$ cat src/rtl/axi_mem_bridge_if.sv
// AXI-lite channel bundle between the core-side bridge and the memory slave.
// Widths default to 32-bit address/data unless the build defines them.
`ifndef AXI_ADDR_WIDTH
`define AXI_ADDR_WIDTH 32
`endif
`ifndef AXI_DATA_WIDTH
`define AXI_DATA_WIDTH 32
`endif
`ifndef AXI_WSTRB_WIDTH
`define AXI_WSTRB_WIDTH 4
`endif

interface axi_mem_bridge_if;
    logic                        awvalid;
    logic                        awready;
    logic [`AXI_ADDR_WIDTH-1:0]  awaddr;
    logic [2:0]                  awprot;
    logic                        wvalid;
    logic                        wready;
    logic [`AXI_DATA_WIDTH-1:0]  wdata;
    logic [`AXI_WSTRB_WIDTH-1:0] wstrb;
    logic                        bvalid;
    logic                        bready;
    logic [1:0]                  bresp;
    logic                        arvalid;
    logic                        arready;
    logic [`AXI_ADDR_WIDTH-1:0]  araddr;
    logic [2:0]                  arprot;
    logic                        rvalid;
    logic                        rready;
    logic [`AXI_DATA_WIDTH-1:0]  rdata;
    logic [1:0]                  rresp;

    modport master (
        output awvalid, awaddr, awprot, wvalid, wdata, wstrb, bready,
        output arvalid, araddr, arprot, rready,
        input  awready, wready, bvalid, bresp, arready, rvalid, rdata, rresp
    );

    modport slave (
        input  awvalid, awaddr, awprot, wvalid, wdata, wstrb, bready,
        input  arvalid, araddr, arprot, rready,
        output awready, wready, bvalid, bresp, arready, rvalid, rdata, rresp
    );
endinterface

$ cat src/rtl/axi_mem_bridge.sv
// Core native memory request -> single-outstanding AXI-lite read/write bridge.
// Optional hung-slave timeout enabled by defining AXI_MEM_BRIDGE_TIMEOUT_EN.
`ifndef AXI_ADDR_WIDTH
`define AXI_ADDR_WIDTH 32
`endif
`ifndef AXI_DATA_WIDTH
`define AXI_DATA_WIDTH 32
`endif
`ifndef AXI_WSTRB_WIDTH
`define AXI_WSTRB_WIDTH 4
`endif

module axi_mem_bridge #(
    parameter int TIMEOUT_CYCLES = 1024
) (
    input  logic                        clk,
    input  logic                        res,
    input  logic                        mem_valid,
    input  logic                        mem_instr,
    input  logic [`AXI_ADDR_WIDTH-1:0]  mem_addr,
    input  logic [`AXI_DATA_WIDTH-1:0]  mem_wdata,
    input  logic [`AXI_WSTRB_WIDTH-1:0] mem_wstrb,
    output logic                        mem_ready,
    output logic [`AXI_DATA_WIDTH-1:0]  mem_rdata,
    output logic                        mem_err,
    output logic [2:0]                  dbg_state,
    axi_mem_bridge_if.master            m_axi
);

    typedef enum logic [2:0] {
        S_IDLE       = 3'd0,
        S_WADDR_DATA = 3'd1,
        S_WRESP      = 3'd2,
        S_RADDR      = 3'd3,
        S_RDATA      = 3'd4,
        S_DONE       = 3'd5
    } state_e;

    state_e                        state_q, state_d;
    logic [`AXI_ADDR_WIDTH-1:0]    addr_q, addr_d;
    logic [`AXI_DATA_WIDTH-1:0]    wdata_q, wdata_d;
    logic [`AXI_WSTRB_WIDTH-1:0]   wstrb_q, wstrb_d;
    logic                          instr_q, instr_d;
    logic                          awvalid_q, awvalid_d, wvalid_q, wvalid_d, bready_q, bready_d;
    logic                          arvalid_q, arvalid_d, rready_q, rready_d;
    logic                          mem_ready_q, mem_ready_d, mem_err_q, mem_err_d;
    logic [`AXI_DATA_WIDTH-1:0]    mem_rdata_q, mem_rdata_d;
    logic                          aw_done, w_done, timeout_hit;

`ifdef AXI_MEM_BRIDGE_TIMEOUT_EN
    localparam int CNT_W = $clog2(TIMEOUT_CYCLES + 1);
    logic [CNT_W-1:0] cnt_q, cnt_d;

    // Cleared while idle, so it restarts from zero at every acceptance; saturates at the limit.
    always_comb begin
        cnt_d = cnt_q;
        if (state_q == S_IDLE) begin
            cnt_d = '0;
        end else if (state_q != S_DONE && cnt_q != CNT_W'(TIMEOUT_CYCLES)) begin
            cnt_d = cnt_q + CNT_W'(1);
        end
    end

    assign timeout_hit = (state_q != S_IDLE) && (state_q != S_DONE) &&
                         (cnt_q == CNT_W'(TIMEOUT_CYCLES));

    always_ff @(posedge clk) begin
        if (res) cnt_q <= '0;
        else     cnt_q <= cnt_d;
    end
`else
    logic unused_timeout_cfg;
    assign unused_timeout_cfg = ^TIMEOUT_CYCLES;
    assign timeout_hit        = 1'b0;
`endif

    // Handshake rule on every channel: a transfer happens on the rising edge where
    // valid and ready are both high; valids come only from flops and stay up until then.
    assign aw_done = !awvalid_q || m_axi.awready;
    assign w_done  = !wvalid_q  || m_axi.wready;

    always_comb begin
        state_d     = state_q;
        addr_d      = addr_q;
        wdata_d     = wdata_q;
        wstrb_d     = wstrb_q;
        instr_d     = instr_q;
        awvalid_d   = awvalid_q;
        wvalid_d    = wvalid_q;
        bready_d    = bready_q;
        arvalid_d   = arvalid_q;
        rready_d    = rready_q;
        mem_ready_d = 1'b0;
        mem_err_d   = 1'b0;
        mem_rdata_d = '0;

        case (state_q)
            S_IDLE: begin
                if (mem_valid) begin
                    addr_d  = mem_addr;
                    wdata_d = mem_wdata;
                    wstrb_d = mem_wstrb;
                    instr_d = mem_instr;
                    if (|mem_wstrb) begin
                        state_d   = S_WADDR_DATA;
                        awvalid_d = 1'b1;
                        wvalid_d  = 1'b1;
                    end else begin
                        state_d   = S_RADDR;
                        arvalid_d = 1'b1;
                    end
                end
            end
            S_WADDR_DATA: begin
                if (awvalid_q && m_axi.awready) awvalid_d = 1'b0;
                if (wvalid_q && m_axi.wready)   wvalid_d  = 1'b0;
                if (aw_done && w_done) begin
                    state_d  = S_WRESP;
                    bready_d = 1'b1;
                end
            end
            S_WRESP: begin
                if (m_axi.bvalid) begin
                    bready_d    = 1'b0;
                    state_d     = S_DONE;
                    mem_ready_d = 1'b1;
                    mem_err_d   = (m_axi.bresp != 2'b00);
                end
            end
            S_RADDR: begin
                if (m_axi.arready) begin
                    arvalid_d = 1'b0;
                    rready_d  = 1'b1;
                    state_d   = S_RDATA;
                end
            end
            S_RDATA: begin
                if (m_axi.rvalid) begin
                    rready_d    = 1'b0;
                    state_d     = S_DONE;
                    mem_ready_d = 1'b1;
                    mem_err_d   = (m_axi.rresp != 2'b00);
                    mem_rdata_d = m_axi.rdata;
                end
            end
            S_DONE:  state_d = S_IDLE;
            default: state_d = S_IDLE;
        endcase

        // A hung slave: drop every channel and complete toward the core with an error.
        if (timeout_hit) begin
            awvalid_d   = 1'b0;
            wvalid_d    = 1'b0;
            bready_d    = 1'b0;
            arvalid_d   = 1'b0;
            rready_d    = 1'b0;
            state_d     = S_DONE;
            mem_ready_d = 1'b1;
            mem_err_d   = 1'b1;
            mem_rdata_d = '0;
        end
    end

    always_ff @(posedge clk) begin
        if (res) begin
            state_q     <= S_IDLE;
            addr_q      <= '0;
            wdata_q     <= '0;
            wstrb_q     <= '0;
            instr_q     <= 1'b0;
            awvalid_q   <= 1'b0;
            wvalid_q    <= 1'b0;
            bready_q    <= 1'b0;
            arvalid_q   <= 1'b0;
            rready_q    <= 1'b0;
            mem_ready_q <= 1'b0;
            mem_err_q   <= 1'b0;
            mem_rdata_q <= '0;
        end else begin
            state_q     <= state_d;
            addr_q      <= addr_d;
            wdata_q     <= wdata_d;
            wstrb_q     <= wstrb_d;
            instr_q     <= instr_d;
            awvalid_q   <= awvalid_d;
            wvalid_q    <= wvalid_d;
            bready_q    <= bready_d;
            arvalid_q   <= arvalid_d;
            rready_q    <= rready_d;
            mem_ready_q <= mem_ready_d;
            mem_err_q   <= mem_err_d;
            mem_rdata_q <= mem_rdata_d;
        end
    end

    assign m_axi.awvalid = awvalid_q;
    assign m_axi.awaddr  = addr_q;
    assign m_axi.awprot  = 3'b000;
    assign m_axi.wvalid  = wvalid_q;
    assign m_axi.wdata   = wdata_q;
    assign m_axi.wstrb   = wstrb_q;
    assign m_axi.bready  = bready_q;
    assign m_axi.arvalid = arvalid_q;
    assign m_axi.araddr  = addr_q;
    assign m_axi.arprot  = {instr_q, 2'b00};
    assign m_axi.rready  = rready_q;

    assign mem_ready = mem_ready_q;
    assign mem_err   = mem_err_q;
    assign mem_rdata = mem_rdata_q;
    assign dbg_state = state_q;

endmodule

$ cat src/flat_wrapper.sv
// flat-port wrapper written by rule: the top's interface ports become plain ports
module axi_mem_bridge_flat 
#(
    parameter int TIMEOUT_CYCLES = 1024
)
  (clk, res, mem_valid, mem_instr, mem_addr, mem_wdata, mem_wstrb, mem_ready, mem_rdata, mem_err, dbg_state, m_axi_awvalid, m_axi_awaddr, m_axi_awprot, m_axi_wvalid, m_axi_wdata, m_axi_wstrb, m_axi_bready, m_axi_arvalid, m_axi_araddr, m_axi_arprot, m_axi_rready, m_axi_awready, m_axi_wready, m_axi_bvalid, m_axi_bresp, m_axi_arready, m_axi_rvalid, m_axi_rdata, m_axi_rresp);
  axi_mem_bridge_if m_axi_i ();
  input  logic clk;
  input  logic res;
  input  logic mem_valid;
  input  logic mem_instr;
  input  logic [`AXI_ADDR_WIDTH-1:0] mem_addr;
  input  logic [`AXI_DATA_WIDTH-1:0] mem_wdata;
  input  logic [`AXI_WSTRB_WIDTH-1:0] mem_wstrb;
  output logic mem_ready;
  output logic [`AXI_DATA_WIDTH-1:0] mem_rdata;
  output logic mem_err;
  output logic [2:0] dbg_state;
  output wire logic [$bits(m_axi_i.awvalid)-1:0] m_axi_awvalid;
  output wire logic [$bits(m_axi_i.awaddr)-1:0] m_axi_awaddr;
  output wire logic [$bits(m_axi_i.awprot)-1:0] m_axi_awprot;
  output wire logic [$bits(m_axi_i.wvalid)-1:0] m_axi_wvalid;
  output wire logic [$bits(m_axi_i.wdata)-1:0] m_axi_wdata;
  output wire logic [$bits(m_axi_i.wstrb)-1:0] m_axi_wstrb;
  output wire logic [$bits(m_axi_i.bready)-1:0] m_axi_bready;
  output wire logic [$bits(m_axi_i.arvalid)-1:0] m_axi_arvalid;
  output wire logic [$bits(m_axi_i.araddr)-1:0] m_axi_araddr;
  output wire logic [$bits(m_axi_i.arprot)-1:0] m_axi_arprot;
  output wire logic [$bits(m_axi_i.rready)-1:0] m_axi_rready;
  input wire logic [$bits(m_axi_i.awready)-1:0] m_axi_awready;
  input wire logic [$bits(m_axi_i.wready)-1:0] m_axi_wready;
  input wire logic [$bits(m_axi_i.bvalid)-1:0] m_axi_bvalid;
  input wire logic [$bits(m_axi_i.bresp)-1:0] m_axi_bresp;
  input wire logic [$bits(m_axi_i.arready)-1:0] m_axi_arready;
  input wire logic [$bits(m_axi_i.rvalid)-1:0] m_axi_rvalid;
  input wire logic [$bits(m_axi_i.rdata)-1:0] m_axi_rdata;
  input wire logic [$bits(m_axi_i.rresp)-1:0] m_axi_rresp;
  assign m_axi_awvalid = m_axi_i.awvalid;
  assign m_axi_awaddr = m_axi_i.awaddr;
  assign m_axi_awprot = m_axi_i.awprot;
  assign m_axi_wvalid = m_axi_i.wvalid;
  assign m_axi_wdata = m_axi_i.wdata;
  assign m_axi_wstrb = m_axi_i.wstrb;
  assign m_axi_bready = m_axi_i.bready;
  assign m_axi_arvalid = m_axi_i.arvalid;
  assign m_axi_araddr = m_axi_i.araddr;
  assign m_axi_arprot = m_axi_i.arprot;
  assign m_axi_rready = m_axi_i.rready;
  assign m_axi_i.awready = m_axi_awready;
  assign m_axi_i.wready = m_axi_wready;
  assign m_axi_i.bvalid = m_axi_bvalid;
  assign m_axi_i.bresp = m_axi_bresp;
  assign m_axi_i.arready = m_axi_arready;
  assign m_axi_i.rvalid = m_axi_rvalid;
  assign m_axi_i.rdata = m_axi_rdata;
  assign m_axi_i.rresp = m_axi_rresp;
  axi_mem_bridge #(.TIMEOUT_CYCLES(TIMEOUT_CYCLES)) u_core (.clk(clk), .res(res), .mem_valid(mem_valid), .mem_instr(mem_instr), .mem_addr(mem_addr), .mem_wdata(mem_wdata), .mem_wstrb(mem_wstrb), .mem_ready(mem_ready), .mem_rdata(mem_rdata), .mem_err(mem_err), .dbg_state(dbg_state), .m_axi(m_axi_i));
endmodule
$ cat config.mk
export PLATFORM = sky130hd
export DESIGN_NAME = axi_mem_bridge_flat
export DESIGN_NICKNAME = d
export VERILOG_FILES = /design/src/rtl/axi_mem_bridge_if.sv /design/src/rtl/axi_mem_bridge.sv /design/src/flat_wrapper.sv
export SDC_FILE = /design/constraint.sdc
export NUM_CORES = 1
export LEC_CHECK = 0
export BUFFER_PORTS_ARGS = -buffer_cell sky130_fd_sc_hd__buf_2
export CAP_MARGIN = 25
export CORE_ASPECT_RATIO = 1.1
export CORE_MARGIN = 5
export CORE_UTILIZATION = 42
export CTS_CLUSTER_SIZE = 20
export DETAILED_ROUTE_END_ITERATION = 8
export GPL_TIMING_DRIVEN = 0
export PLACE_DENSITY = 0.79
export SYNTH_ARGS = -nofsm -noshare
export SYNTH_HDL_FRONTEND = slang
export SYNTH_SLANG_ARGS = --single-unit
export TNS_END_PERCENT = 10
$ cat constraint.sdc
create_clock -name clk -period 2.13 [get_ports clk]
set_clock_uncertainty 0.15 [all_clocks]
set_input_delay 0.3195 -clock clk [delete_from_list [all_inputs] [get_ports clk]]
set_output_delay 0.3195 -clock clk [all_outputs]
set_load 0.02 [all_outputs]
* Word level (Yosys, flattened, before mapping)
Cells that the tools add are included.
Storage, ports and cells: bits in registers 111, input port bits 113
Cells by class: equality and inequality tests 13, mux-type cells 29, bitwise operators 2, reductions and logical operators 23
Operators by type and width (count):
- $mux 1 | 15
- $mux 3 | 5
- $pmux 3 s5 | 1
- $pmux 1 s2 | 7
- $reduce_and 4->1 | 3
- $reduce_bool 2->1 | 6
- $ne 2x2->1 const B | 5
- $ne 2x1->1 const B | 4
- $eq 3x2->1 const B | 2
- $reduce_and 3->1 | 2
- $reduce_and 5->1 | 1
- $reduce_or 4->1 | 1
- $eq 3x1->1 const B | 1
- $eq 3x3->1 const B | 1
- $logic_and 1x1->1 | 3
- $logic_not 3->1 | 1
- $reduce_or 3->1 | 1
- $logic_not 1->1 | 2
- $logic_or 1x1->1 | 2
- $mux 2 | 1
- $not 1->1 | 2
- $reduce_and 2->1 | 1

* Depth between registers and ports, before layout
word-level depth 5, depth in mapped cells 7, mapped depth without buffers 3

* Worst setup path after synthesis
No wires, ideal clock.
kind register -> register, start point register u_core.state_q[0] (netlist: u_core.dbg_state[0]), end point register u_core.addr_q[10] (netlist: u_core.m_axi.araddr[10]), library setup time 0.132 ns, arrival time 1.531 ns, data required time 1.848 ns, path slack 0.317 ns, stages on the path, launching flop included 8, buffers on the path 4, clock period less this slack 1.813 ns, cell sequence dfxtp_1 -> buf_4 -> or4b_1 -> buf_2 -> buf_6 -> buf_6 -> nand2_1 -> a21oi_1
On the way: cells in the longest elaborated chain, start to end 2
Ends and longest elaborated chain:
- start: declaration | line axi_mem_bridge.sv:39 | state_e state_q, state_d;
- start signal: assignment | line axi_mem_bridge.sv:180 | state_q <= state_d;
- $logic_not 3->1 | line axi_mem_bridge.sv:97 | case (state_q)
- $reduce_and 2->1 (no line)
- end signal: assignment | line axi_mem_bridge.sv:181 | addr_q <= addr_d;
- end: declaration | line axi_mem_bridge.sv:40 | logic [`AXI_ADDR_WIDTH-1:0] addr_q, addr_d;
No other way between the ends. A chain may end at the register's enable or synchronous reset.

* Final worst setup path
start point register u_core.state_q[0] (netlist: u_core.dbg_state[0]), end point register u_core.wdata_q[9] (netlist: u_core.m_axi.wdata[9])
On the way: cells in the longest elaborated chain, start to end 2
Ends and longest elaborated chain:
- $logic_not 3->1 | line axi_mem_bridge.sv:97
- $reduce_and 2->1 (no line)
- end signal: assignment | line axi_mem_bridge.sv:182 | wdata_q <= wdata_d;
- end: declaration | line axi_mem_bridge.sv:41 | logic [`AXI_DATA_WIDTH-1:0] wdata_q, wdata_d;
No other way between the ends.

==> run summary <==
## Outcome
* completed — outcome

## STA
* 0.683 ns — Worst Max-Slew Pin Slew
* 0.0143 ns — worst hold slack
* 0 ns — setup TNS
* 0.541 — worst max-slew margin expressed relative to the limit
* 1.92 ns — Final Critical Period
* 0.903 — share of the cycle needed by the critical path after routing
* 0.520 GHz — achievable clock frequency
* no — setup repair after global routing missed its margin
* 0 — hold violation count in the final report
* 0.206 ns — slack of the critical path
* 0 — Final setup violation count
* 0 — Slew Viols, Final

## Clock tree
* 0.36 ns — Clk Latency, worst-skew pair
* 3 — H-tree levels
* sky130_fd_sc_hd__clkbuf_8 — clock tree root driver cell
* 0.10 ns — clock edge transition at the registers on the reported setup and hold paths
* done — TritonCTS clock tree
* 111 — Clock Sink Count
* 0 — post-CTS setup-driven buffer insertion count
* 9 — number of clock buffers inserted by TritonCTS
* 2 — worst-case clock buffer depth

## Worst hold path
* u_core.mem_rdata[31]$_SDFF_PP0_ — Min-Delay Endpoint
* m_axi_rdata[31] — origin of the worst min-delay path
* input port to flip-flop — worst min path class
* 2 — WHS Path Cells

## Die
* 104 microns — die outline width
* 9440 sq um — core region area
* 261 — I/O Pins
* 11800 sq um — Total Die Area
* 113 microns — DIE HEIGHT
* 0.433 — Starting Density
* 37 — row cnt

## Placement
* 5520 sq um — area of placed instances
* 0.157 ns — setup slack after placement
* 9620 microns — half-perimeter wire length after detailed placement
* 254 — number of buffers added on ports
* 0.813 — final weighted congestion in routability-driven placement

## Logic synthesis
* 39 — count of distinct cell types in the synthesized netlist
* 0.544 — area share of the leading cell type in the synthesized netlist
* 111 — register bit count reported by yosys
* 0.544 — sequential area share after synthesis
* 0 — synth warn
* sky130_fd_sc_hd__dfxtp_1 — cell type with the largest total area after synthesis
* 8.64 sq um — mean instance size in the synthesized netlist
* 473 — synthesized instance count
* sky130_fd_sc_hd__dfxtp_1 54%, sky130_fd_sc_hd__nand2_1 13%, sky130_fd_sc_hd__a21oi_1 8.9% — leading post-synthesis cells by cell area
* 4090 sq um — summed instance area of the synthesized netlist

## Global routing
* 0.376 — met2 usage
* 0.210 — overall routing resource usage
* 0.215 — global-route track usage on met1
* 20500 microns — wire length of the first global-routing pass
* 0 — total congestion overflow
* 0.0877 — global routing usage on met3
* 17 — pin count of the biggest net entering global routing
* met2 — busiest grt layer
* 0 — antenna violations before repair
* 4253 — via count of the first global-routing pass

## Detailed routing
* 174 — violation count after the first detailed-routing iteration
* 4 — count of TritonRoute iterations in the first routing pass
* 4.64 — number of vias per cell after detailed routing
* 4123 — vias after detailed routing
* 0 — number of nets with antenna violations after detailed routing
* 14.4 microns — average wire per standard cell
* 0 — DRC violations left
* 12800 microns — total detailed-routing wirelength

## Power
* 5.28 mW — final total power
* 0.352 — Switching Share
* 0.327 — combinational group share of total power
* 887 nW/um^2 — power density normalized to cell area
* 486 uV — worst voltage drop across the vdd grid
* 1.86 mW — Net Switching
* 0.212 — fraction of power consumed by the clock network
* 3.42 mW — internal power of the cells
* 3.02 nW — Leak
* 0.461 — fraction of power consumed by sequential logic

## Setup path
* u_core.m_axi.wdata[9]$_SDFFE_PP0P_ — end of the worst register-to-register path
* 5 — FF-to-FF path depth
* 10 — maximum fanout along the worst path
* flip-flop — startpoint kind of the worst setup timing path
* 2.05 ns — Crit path arrival time
* 2.26 ns — data required time of the critical path
* u_core.dbg_state[0]$_SDFFE_PP0P_ — RR Startpoint
* flip-flop — crit end category
* 0.21 ns — minimum setup slack among reg-to-reg paths
* flip-flop to flip-flop — worst setup path category

## Cells and area
* 2220 sq um — area taken by flip-flops and latches
* 881 — fin nets
* 0.413 — ratio of cells with drive above 1 in the final layout
* 5950 sq um — post-route cell area
* 1440 sq um — area occupied by multi-input gates
* 0 — Diodes inserted
* 256 x sky130_fd_sc_hd__buf_2, 140 x sky130_fd_sc_hd__nand2_1, 111 x sky130_fd_sc_hd__dfxtp_1 — commonest non-fill, non-tap cells in the layout
* 45.6% — synth-to-layout area growth
* sky130_fd_sc_hd__buf_2 — most frequent standard cell in the layout excluding fill and tap cells
* 795 — number of fill cells in the layout

## Run
* 0 — maxcap violations

==> stage by stage <==
stage / util / instances
final: 0.630 / 889
after global routing: 0.630 / 889
after CTS: 0.630 / 889
after detailed placement: 0.585 / 848
after global placement: 0.585 / 848
after floorplan: - / 477
==> worst max-delay path by stage <==
stage / from / to / slack (ns)
final: u_core.dbg_state[0]$_SDFFE_PP0P_ / u_core.m_axi.wdata[9]$_SDFFE_PP0P_ / 0.21
after global routing: u_core.dbg_state[0]$_SDFFE_PP0P_ / u_core.m_axi.araddr[11]$_SDFFE_PP0P_ / 0.03
after CTS: u_core.dbg_state[0]$_SDFFE_PP0P_ / u_core.m_axi.araddr[8]$_SDFFE_PP0P_ / 0.18
after detailed placement: res / u_core.m_axi.araddr[8]$_SDFFE_PP0P_ / 0.16
after global placement: res / u_core.m_axi.araddr[5]$_SDFFE_PP0P_ / 0.18
after floorplan: u_core.dbg_state[0]$_SDFFE_PP0P_ / u_core.m_axi.araddr[10]$_SDFFE_PP0P_ / 0.32
==> routing by layer <==
| metal | vias to the layer above | routed length [microns] |
|---|---|---|
| li1 | 2063 | - |
| met1 | 1847 | 4680 |
| met2 | 188 | 6340 |
| met3 | 25 | 1410 |
| met4 | 0 | 370 |
| met5 | - | 0 |
==> Yosys cell counts (all sizes together) <==
library cell / count
a2111oi: 1
a211oi: 2
a21bo: 1
a21boi: 1
a21o: 2
a21oi: 73
a221oi: 2
a31oi: 1
and2: 33
buf: 44
clkbuf: 25
conb: 1
dfxtp: 111
inv: 3
mux2: 1
nand2: 141
nand2b: 2
nand3b: 2
nor2: 4
nor2b: 3
nor3: 4
nor3b: 2
nor4: 1
nor4b: 2
o211ai: 1
o21ai: 2
o22ai: 1
o31ai: 1
or3: 2
or3b: 2
or4: 1
or4b: 1
==> power groups by stage <==
| stage | Clock (mW) | Combinational, mW | Sequential, mW |
|---|---|---|---|
| 2_1_floorplan | 0 | 0.856 | 2.73 |
| 3_3_place_gp | 0 | 1.67 | 2.46 |
| 3_5_place_dp | 0 | 1.70 | 2.48 |
| 4_1_cts | 1.15 | 1.74 | 2.43 |
| 5_1_grt | 1.23 | 1.90 | 2.46 |
| 6_report | 1.12 | 1.73 | 2.43 |
==> sequential cells by signal, indices dropped and copies added, names as in the netlist <==
| register | cells |
|---|---|
| u_core.m_axi.araddr | 32 |
| u_core.m_axi.wdata | 32 |
| u_core.mem_rdata | 32 |
| u_core.m_axi.wstrb | 4 |
| u_core.dbg_state | 3 |
| u_core.instr_q | 1 |
| u_core.m_axi.arvalid | 1 |
| u_core.m_axi.awvalid | 1 |
| u_core.m_axi.bready | 1 |
| u_core.m_axi.rready | 1 |
| u_core.m_axi.wvalid | 1 |
| u_core.mem_err | 1 |
| u_core.mem_ready | 1 |
==> timing repair <==
item,4_1_cts,5_1_grt
endpoints found under the setup margin,0,3
hold buffers,26,0
hold endpoints to repair,26,0
resized for setup,0,1
==> final cells by class <==
cell class,instances,area share
clock inverters,3,0.00336
clock buffers,12,0.0244
inverters,3,0.00189
repair buffers,280,0.257
multi-input cells,294,0.243
well taps,117,0.0246
flip-flops and latches,111,0.373
plain buffers,69,0.0723
==> critical path, stage by stage, from the launching register on <==
cell	delay (ns)
sky130_fd_sc_hd__dfxtp_1	0.32
sky130_fd_sc_hd__buf_4	0.16
sky130_fd_sc_hd__nor4b_4	0.56
sky130_fd_sc_hd__clkbuf_1	0.39
sky130_fd_sc_hd__nand2_1	0.10
sky130_fd_sc_hd__a21oi_1	0.15
==> cell families (layout without fill, tap and decap cells) <==
family | Yosys count | after routing | synth area share
AOI/OAI and AO/OA | 88 | 88 | 0.118
buffers and inverters | 72 | 367 | 0.108
DFF | 111 | 111 | 0.544
muxes | 1 | 1 | 0.00275
other | 1 | 5 | 0.000917
and+or+nand+nor | 200 | 200 | 0.227
Note: power is estimated with default switching activity, not from simulation.
